===== src/rtl/apb_pkg.sv =====
// Shared APB definitions: bus widths and the state encodings of both the
// master and the responder, so the two sides decode from one source.
package apb_pkg;

    localparam int APB_ADDR_W = 8;
    localparam int APB_DATA_W = 8;

    typedef enum logic {
        APB_S_IDLE   = 1'b0,
        APB_S_ACCESS = 1'b1
    } apb_s_state_e;

    typedef enum logic [1:0] {
        APB_M_IDLE   = 2'b00,
        APB_M_SETUP  = 2'b01,
        APB_M_ACCESS = 2'b10
    } apb_m_state_e;

endpackage


===== src/rtl/apb_slave_regfile_if.sv =====
// APB bus bundle for the 8-bit team bus; master drives the request side,
// the responder drives the completion side.
interface apb_slave_regfile_if;
    import apb_pkg::*;

    logic                  psel;
    logic                  penable;
    logic                  pwrite;
    logic [APB_ADDR_W-1:0] paddr;
    logic [APB_DATA_W-1:0] pwdata;
    logic [APB_DATA_W-1:0] prdata;
    logic                  pready;
    logic                  pslverr;

    modport master (
        output psel, penable, pwrite, paddr, pwdata,
        input  prdata, pready, pslverr
    );

    modport slave (
        input  psel, penable, pwrite, paddr, pwdata,
        output prdata, pready, pslverr
    );

endinterface


===== src/rtl/apb_slave_regfile_regbank.sv =====
// Register storage for the APB responder: NUM_REGS x 8-bit flops with a
// synchronous write port, a combinational read mux and a flat export.
module apb_regbank
    import apb_pkg::*;
#(
    parameter int NUM_REGS = 16
) (
    input  logic                           clk,
    input  logic                           resetn,
    input  logic                           wr_en_i,
    input  logic [APB_ADDR_W-1:0]          wr_addr_i,
    input  logic [APB_DATA_W-1:0]          wr_data_i,
    input  logic [APB_ADDR_W-1:0]          rd_addr_i,
    output logic [APB_DATA_W-1:0]          rd_data_o,
    output logic [APB_DATA_W*NUM_REGS-1:0] reg_out_o
);

    logic [APB_DATA_W-1:0] regs_q [NUM_REGS];

    // NOTE: the bank is reset like ordinary flops (not left as an uninitialised
    // RAM) because downstream logic consumes reg_out from the first cycle.
    always_ff @(posedge clk or negedge resetn) begin
        if (!resetn) begin
            for (int i = 0; i < NUM_REGS; i++) regs_q[i] <= '0;
        end else begin
            for (int i = 0; i < NUM_REGS; i++) begin
                if (wr_en_i && (wr_addr_i == APB_ADDR_W'(i))) regs_q[i] <= wr_data_i;
            end
        end
    end

    // Out-of-range addresses fall through to zero; the caller flags them.
    always_comb begin
        rd_data_o = '0;
        for (int i = 0; i < NUM_REGS; i++) begin
            if (rd_addr_i == APB_ADDR_W'(i)) rd_data_o = regs_q[i];
        end
    end

    for (genvar g = 0; g < NUM_REGS; g++) begin : g_flat
        assign reg_out_o[APB_DATA_W*g +: APB_DATA_W] = regs_q[g];
    end

endmodule


===== src/rtl/apb_slave_regfile.sv =====
// APB responder: captures the setup phase, inserts WAIT_CYCLES wait states,
// and completes reads/writes against apb_regbank with pslverr on bad accesses.
module apb_slave_regfile
    import apb_pkg::*;
#(
    parameter int NUM_REGS    = 16,
    parameter int WAIT_CYCLES = 1,
    parameter int CNT_W       = 4
) (
    input  logic                           clk,
    input  logic                           resetn,
    apb_slave_regfile_if.slave             apb,
    output logic [APB_DATA_W*NUM_REGS-1:0] reg_out
);

    localparam logic [CNT_W-1:0]      WAIT_LIM = CNT_W'(WAIT_CYCLES);
    localparam logic [APB_ADDR_W:0]   ADDR_LIM = (APB_ADDR_W + 1)'(NUM_REGS);

    apb_s_state_e          state_q, state_d;
    logic [CNT_W-1:0]      cnt_q, cnt_d;
    logic [APB_ADDR_W-1:0] addr_q, addr_d;
    logic [APB_DATA_W-1:0] wdata_q, wdata_d;
    logic                  write_q, write_d;

    logic                  wr_en;
    logic                  in_range;
    logic [APB_DATA_W-1:0] rd_data;
    logic                  pready_c;
    logic                  pslverr_c;
    logic [APB_DATA_W-1:0] prdata_c;

    assign in_range = ({1'b0, addr_q} < ADDR_LIM);

    // NOTE: state flops use non-blocking assignments so every register samples
    // the pre-edge values; the combinational process below uses blocking ones.
    always_ff @(posedge clk or negedge resetn) begin
        if (!resetn) begin
            state_q <= APB_S_IDLE;
            cnt_q   <= '0;
            addr_q  <= '0;
            wdata_q <= '0;
            write_q <= 1'b0;
        end else begin
            state_q <= state_d;
            cnt_q   <= cnt_d;
            addr_q  <= addr_d;
            wdata_q <= wdata_d;
            write_q <= write_d;
        end
    end

    // NOTE: every output of this block is defaulted first so no path through
    // the case statement can leave a signal unassigned and infer a latch.
    always_comb begin
        state_d   = state_q;
        cnt_d     = cnt_q;
        addr_d    = addr_q;
        wdata_d   = wdata_q;
        write_d   = write_q;
        wr_en     = 1'b0;
        pready_c  = 1'b0;
        pslverr_c = 1'b0;
        prdata_c  = '0;

        case (state_q)
            APB_S_IDLE: begin
                if (apb.psel && !apb.penable) begin
                    addr_d  = apb.paddr;
                    wdata_d = apb.pwdata;
                    write_d = apb.pwrite;
                    cnt_d   = '0;
                    state_d = APB_S_ACCESS;
                end else if (apb.psel && apb.penable) begin
                    pready_c  = 1'b1;
                    pslverr_c = 1'b1;
                end
            end
            APB_S_ACCESS: begin
                if (!apb.psel) begin
                    cnt_d   = '0;
                    state_d = APB_S_IDLE;
                end else if (!apb.penable) begin
                    // A fresh setup replaces the pending transfer.
                    addr_d  = apb.paddr;
                    wdata_d = apb.pwdata;
                    write_d = apb.pwrite;
                    cnt_d   = '0;
                end else if (cnt_q != WAIT_LIM) begin
                    cnt_d = cnt_q + CNT_W'(1);
                end else begin
                    pready_c  = 1'b1;
                    pslverr_c = !in_range;
                    wr_en     = write_q && in_range;
                    prdata_c  = (!write_q && in_range) ? rd_data : '0;
                    cnt_d     = '0;
                    state_d   = APB_S_IDLE;
                end
            end
            default: begin
                cnt_d   = '0;
                state_d = APB_S_IDLE;
            end
        endcase

        // Keep the bus quiet while reset is held, whatever the master drives.
        if (!resetn) begin
            pready_c  = 1'b0;
            pslverr_c = 1'b0;
            prdata_c  = '0;
        end
    end

    assign apb.pready  = pready_c;
    assign apb.pslverr = pslverr_c;
    assign apb.prdata  = prdata_c;

    apb_regbank #(
        .NUM_REGS (NUM_REGS)
    ) u_regbank (
        .clk       (clk),
        .resetn    (resetn),
        .wr_en_i   (wr_en),
        .wr_addr_i (addr_q),
        .wr_data_i (wdata_q),
        .rd_addr_i (addr_q),
        .rd_data_o (rd_data),
        .reg_out_o (reg_out)
    );

endmodule

===== src/flat_wrapper.sv =====
// flat-port wrapper written by rule: the top's interface ports become plain ports
module apb_slave_regfile_flat import apb_pkg::*;
#(
    parameter int NUM_REGS    = 16,
    parameter int WAIT_CYCLES = 1,
    parameter int CNT_W       = 4
)
  (clk, resetn, reg_out, apb_psel, apb_penable, apb_pwrite, apb_paddr, apb_pwdata, apb_prdata, apb_pready, apb_pslverr);
  apb_slave_regfile_if apb_i ();
  input  logic clk;
  input  logic resetn;
  output logic [APB_DATA_W*NUM_REGS-1:0] reg_out;
  input wire logic [$bits(apb_i.psel)-1:0] apb_psel;
  input wire logic [$bits(apb_i.penable)-1:0] apb_penable;
  input wire logic [$bits(apb_i.pwrite)-1:0] apb_pwrite;
  input wire logic [$bits(apb_i.paddr)-1:0] apb_paddr;
  input wire logic [$bits(apb_i.pwdata)-1:0] apb_pwdata;
  output wire logic [$bits(apb_i.prdata)-1:0] apb_prdata;
  output wire logic [$bits(apb_i.pready)-1:0] apb_pready;
  output wire logic [$bits(apb_i.pslverr)-1:0] apb_pslverr;
  assign apb_i.psel = apb_psel;
  assign apb_i.penable = apb_penable;
  assign apb_i.pwrite = apb_pwrite;
  assign apb_i.paddr = apb_paddr;
  assign apb_i.pwdata = apb_pwdata;
  assign apb_prdata = apb_i.prdata;
  assign apb_pready = apb_i.pready;
  assign apb_pslverr = apb_i.pslverr;
  apb_slave_regfile #(.NUM_REGS(NUM_REGS), .WAIT_CYCLES(WAIT_CYCLES), .CNT_W(CNT_W)) u_core (.clk(clk), .resetn(resetn), .apb(apb_i), .reg_out(reg_out));
endmodule

===== config.mk =====
export PLATFORM = sky130hd
export DESIGN_NAME = apb_slave_regfile_flat
export DESIGN_NICKNAME = d
export VERILOG_FILES = /design/src/rtl/apb_pkg.sv /design/src/rtl/apb_slave_regfile_if.sv /design/src/rtl/apb_slave_regfile_regbank.sv /design/src/rtl/apb_slave_regfile.sv /design/src/flat_wrapper.sv
export SDC_FILE = /design/constraint.sdc
export NUM_CORES = 1
export LEC_CHECK = 0
export CORE_ASPECT_RATIO = 1.4
export CORE_MARGIN = 3
export CORE_UTILIZATION = 51
export DETAILED_ROUTE_END_ITERATION = 12
export PLACE_DENSITY = 0.8
export SYNTH_ARGS = -nofsm -noshare
export SYNTH_HDL_FRONTEND = slang
export SYNTH_HIERARCHICAL = 1
export SYNTH_SLANG_ARGS = --single-unit

===== constraint.sdc =====
create_clock -name clk -period 3.2 [get_ports clk]
set_input_delay 0.96 -clock clk [delete_from_list [all_inputs] [get_ports clk]]
set_output_delay 0.96 -clock clk [all_outputs]
set_load 0.05 [all_outputs]

==> impl_metrics.yaml <==
outcome:
  status: "complete, but fails checks"
  violations: "setup timing"
critical_path:
  crit_type: "reg -> out"
  critPathMaxStageDelay_ns: 0.48
  cp-startpoint: "u_core/addr_q[1]"
  start_kind: "flip-flop"
  r2r_start: "u_core/cnt_q[1]"
  crit_chain: "buf_12 -> buf_16 -> buf_6 -> o21ai_0 -> o22ai_1 -> o221ai_1 -> a31oi_1 -> and2_4 -> buf_12"
  cp.arrival_ns: 2.67
  cp_common_cell: "buf_12"
  critical-path-top-delay-family: "compound AO/OA/AOI/OAI gates"
  cp_slowest_cell: "dfrtp_2"
  cp_max_fo: 7
  crit_path_end_kind: "output port"
  critPathRequiredTime_ns: 2.24
  critical_path_buf_inv_count: 4
sta:
  clock_skew_ns: 0.0108
  fin_setup_tns_ns: -2.36
  worst_pin_slew_ns: 0.989
  fin_crit_ns: 3.63
  clock.fmax_ghz: 0.276
  period_share_pct: 113
  slew_headroom_pct: 34.1
  final-hold-violation-count: 0
  rsz0062_at_grt: "true"
  slew_viol_final: 0
  setup_violations: 8
  layout_setup_ws_ns: -0.427
cts:
  htree_num_levels: 4
  clockRootBuffer: "clkbuf_16"
  clock_path_buffers: 2
  cts_tree: "yes"
  clk_latency_ns: 0.43
  path_clk_slew_ns: 0.07
  cts_sinks: 150
  hold_buffers: 0
  numCtsBuffers: 17
route:
  num_vias: 6351
  antenna_left: 0
  wire_per_inst_um: 25.8
  drt-initial-drc-count: 717
  first_pass_iters: 6
  viasPerCell: 6.26
  drcViolationCount: 0
  routed_wl_um: 26200
global_routing:
  grt-ovfl-total: 0
  grt_busiest_layer: "met2"
  grt_start_max_net_pins: 80
  antenna_found_initial: 0
  grt_use_total_pct: 33.3
  grt_util_met3_pct: 6.29
  grt_pass1_vias: 6739
  grt_pass1_wl_um: 39700
  grt.met2_usage_pct: 55.4
  grtUsageMet1_pct: 41.6
placed_design:
  gp_congestion: 0.978
  placedCellCount: 965
  pre_cts_ws_ns: -0.162
  io_buffers: 158
  dp_hpwl_um: 17600
synth:
  async_flop_share_pct: 100
  synth_largest_area_cell: "dfrtp_1"
  yosysWarningCount: 6
  ys_ff_latch: 150
  synth_cell_type_count: 63
  synth-seq-area-share_pct: 51.1
  yosysTopAreaCellShare_pct: 51.1
  synthesis.area_um2: 7340
  postSynthCellCount: 583
  synth_edf_count: 0
  syn-num-nets: 606
  synth_top_flop_cell: "dfrtp_1"
  synthTopCellsByArea: "dfrtp_1 51%, mux2_2 23%, mux4_2 3.1%"
  avgSynthCellArea_um2: 12.6
layout:
  multiInputGateArea_um2: 3590
  layoutNonFillerInstCount: 1015
  finalNetCount: 840
  drive_above_1_share_pct: 42.2
  final_cell_mix: "149 x mux2_2, 147 x clkdlybuf4s50_1, 147 x dfrtp_1"
  seqCellArea_um2: 3760
  area_growth_pct: 47.2
  n_antenna_cell: 0
  layout_commonest_cell: "mux2_2"
  nFillCells: 849
floorplanning:
  rows: 51
  fp.coreArea_um2: 14000
  io_pins: 159
  floorplan.initialDensity_pct: 52.5
  die_w_um: 107
  die_area_um2: 15900
  die_h_um: 148
run:
  max_cap_violations: 0
min_path:
  min_from: "u_core/cnt_q[3]"
  min_path_type: "reg -> reg"
pwr:
  p_per_area_nw_per_um2: 466
  power_leakage_nw: 4.94
  ir_worst_vdd_mv: 0.333
through the flow:
step                      total power, mW  utilization (%)  instance area (µm²)  hold slack, ns
final                                5.03             77.3                10800           0.532
after global routing                 5.17             77.3                10800           0.562
after CTS                            4.95             76.4                10700           0.528
after detailed placement             2.70             69.7                 9740           0.517
after global placement               2.69             69.7                 9740           0.489
after floorplan                      2.36                -                 7350           0.469
registers in the layout, summed over array words and instances, names as in the netlist:
register / cells
u_core/u_regbank/reg_out_o: 128
u_core/state_q: 1
u_core/write_q: 1
u_core/wdata_q: 8
u_core/addr_q: 8
u_core/cnt_q: 4
final cells by class:
cell class | instances | area share (%)
clock inverter | 13 | 1.70
sequential | 150 | 34.8
tap | 185 | 2.14
clock buffer | 19 | 4.10
inverter | 9 | 0.313
timing repair buffer | 252 | 23.8
multi-input combinational | 387 | 33.2
worst register-to-register path: cells and delay by family, from the launching register on:
family | cells | cell delay, ns
mux | 1 | 0.37
simple gates | 4 | 1.48
fa+ha+maj | 1 | 0.13
buf+inv | 3 | 0.51
flops | 1 | 0.42
path summary, 6_finish.rpt:
check | end | cells after the start | slack (ns)
setup / recovery | apb_prdata[1] | 9 | -0.43
hold / removal | u_core/cnt_q[3] | 1 | 0.53
setup reg to reg | u_core/u_regbank/reg_out_o[7] | 9 | 0.18
hold reg to reg | u_core/cnt_q[3] | 1 | 0.53
max in group asynchronous | u_core/u_regbank/reg_out_o[114] | 3 | 0.88
min in group asynchronous | u_core/u_regbank/reg_out_o[54] | 2 | 0.78
metal layers:
metal / vias to the layer above / share of wire, %
li1: 2642 / -
met5: - / 0
met1: 3194 / 37
met3: 108 / 7.2
met2: 407 / 50
met4: 0 / 5.5
timing repair:
action                                  CTS  global route
pin swaps                                13            11
endpoints found under the setup margin    8             8
setup buffers                            14             2
gates resized for setup                  35            29
gates cloned                              2             0
synth_stat cells, drive strengths merged (2+ instances only):
cell type	instances
and2	10
or3b	2
nand4b	2
a221oi	3
buf	15
nor4	5
dfrtp	150
o211ai	5
nor3	5
nand2	29
a22oi	3
nor2	26
or4	2
nand2b	7
a32oi	3
o21a	2
a211oi	4
a21oi	14
o22a	2
o31ai	2
mux4	10
o22ai	7
a31oi	5
o221ai	2
and3	4
inv	8
mux2	152
o32ai	2
nand3	17
a221o	6
nor2b	8
mux2i	12
a22o	4
nor3b	3
clkbuf	22
o21ai	12
ha	2
kinds of logic after synthesis:
logic type                 after synthesis  share of synthesized area (%)
muxes                                  174                           28.0
DFF                                    150                           51.1
and+or+nand+nor                        125                           9.51
AOI/OAI and AO/OA                       86                           8.37
buffers and inverters                   46                           2.61
adders and majority gates                2                          0.341
power by group:
group / total (mW) / internal [mW] / switching [mW]
clock: 2.15 / 1.28 / 0.873
sequential: 2.06 / 1.93 / 0.132
combinational: 0.820 / 0.381 / 0.439
total: 5.03 / 3.59 / 1.44
No activity file was read; power rests on OpenSTA's default activity.
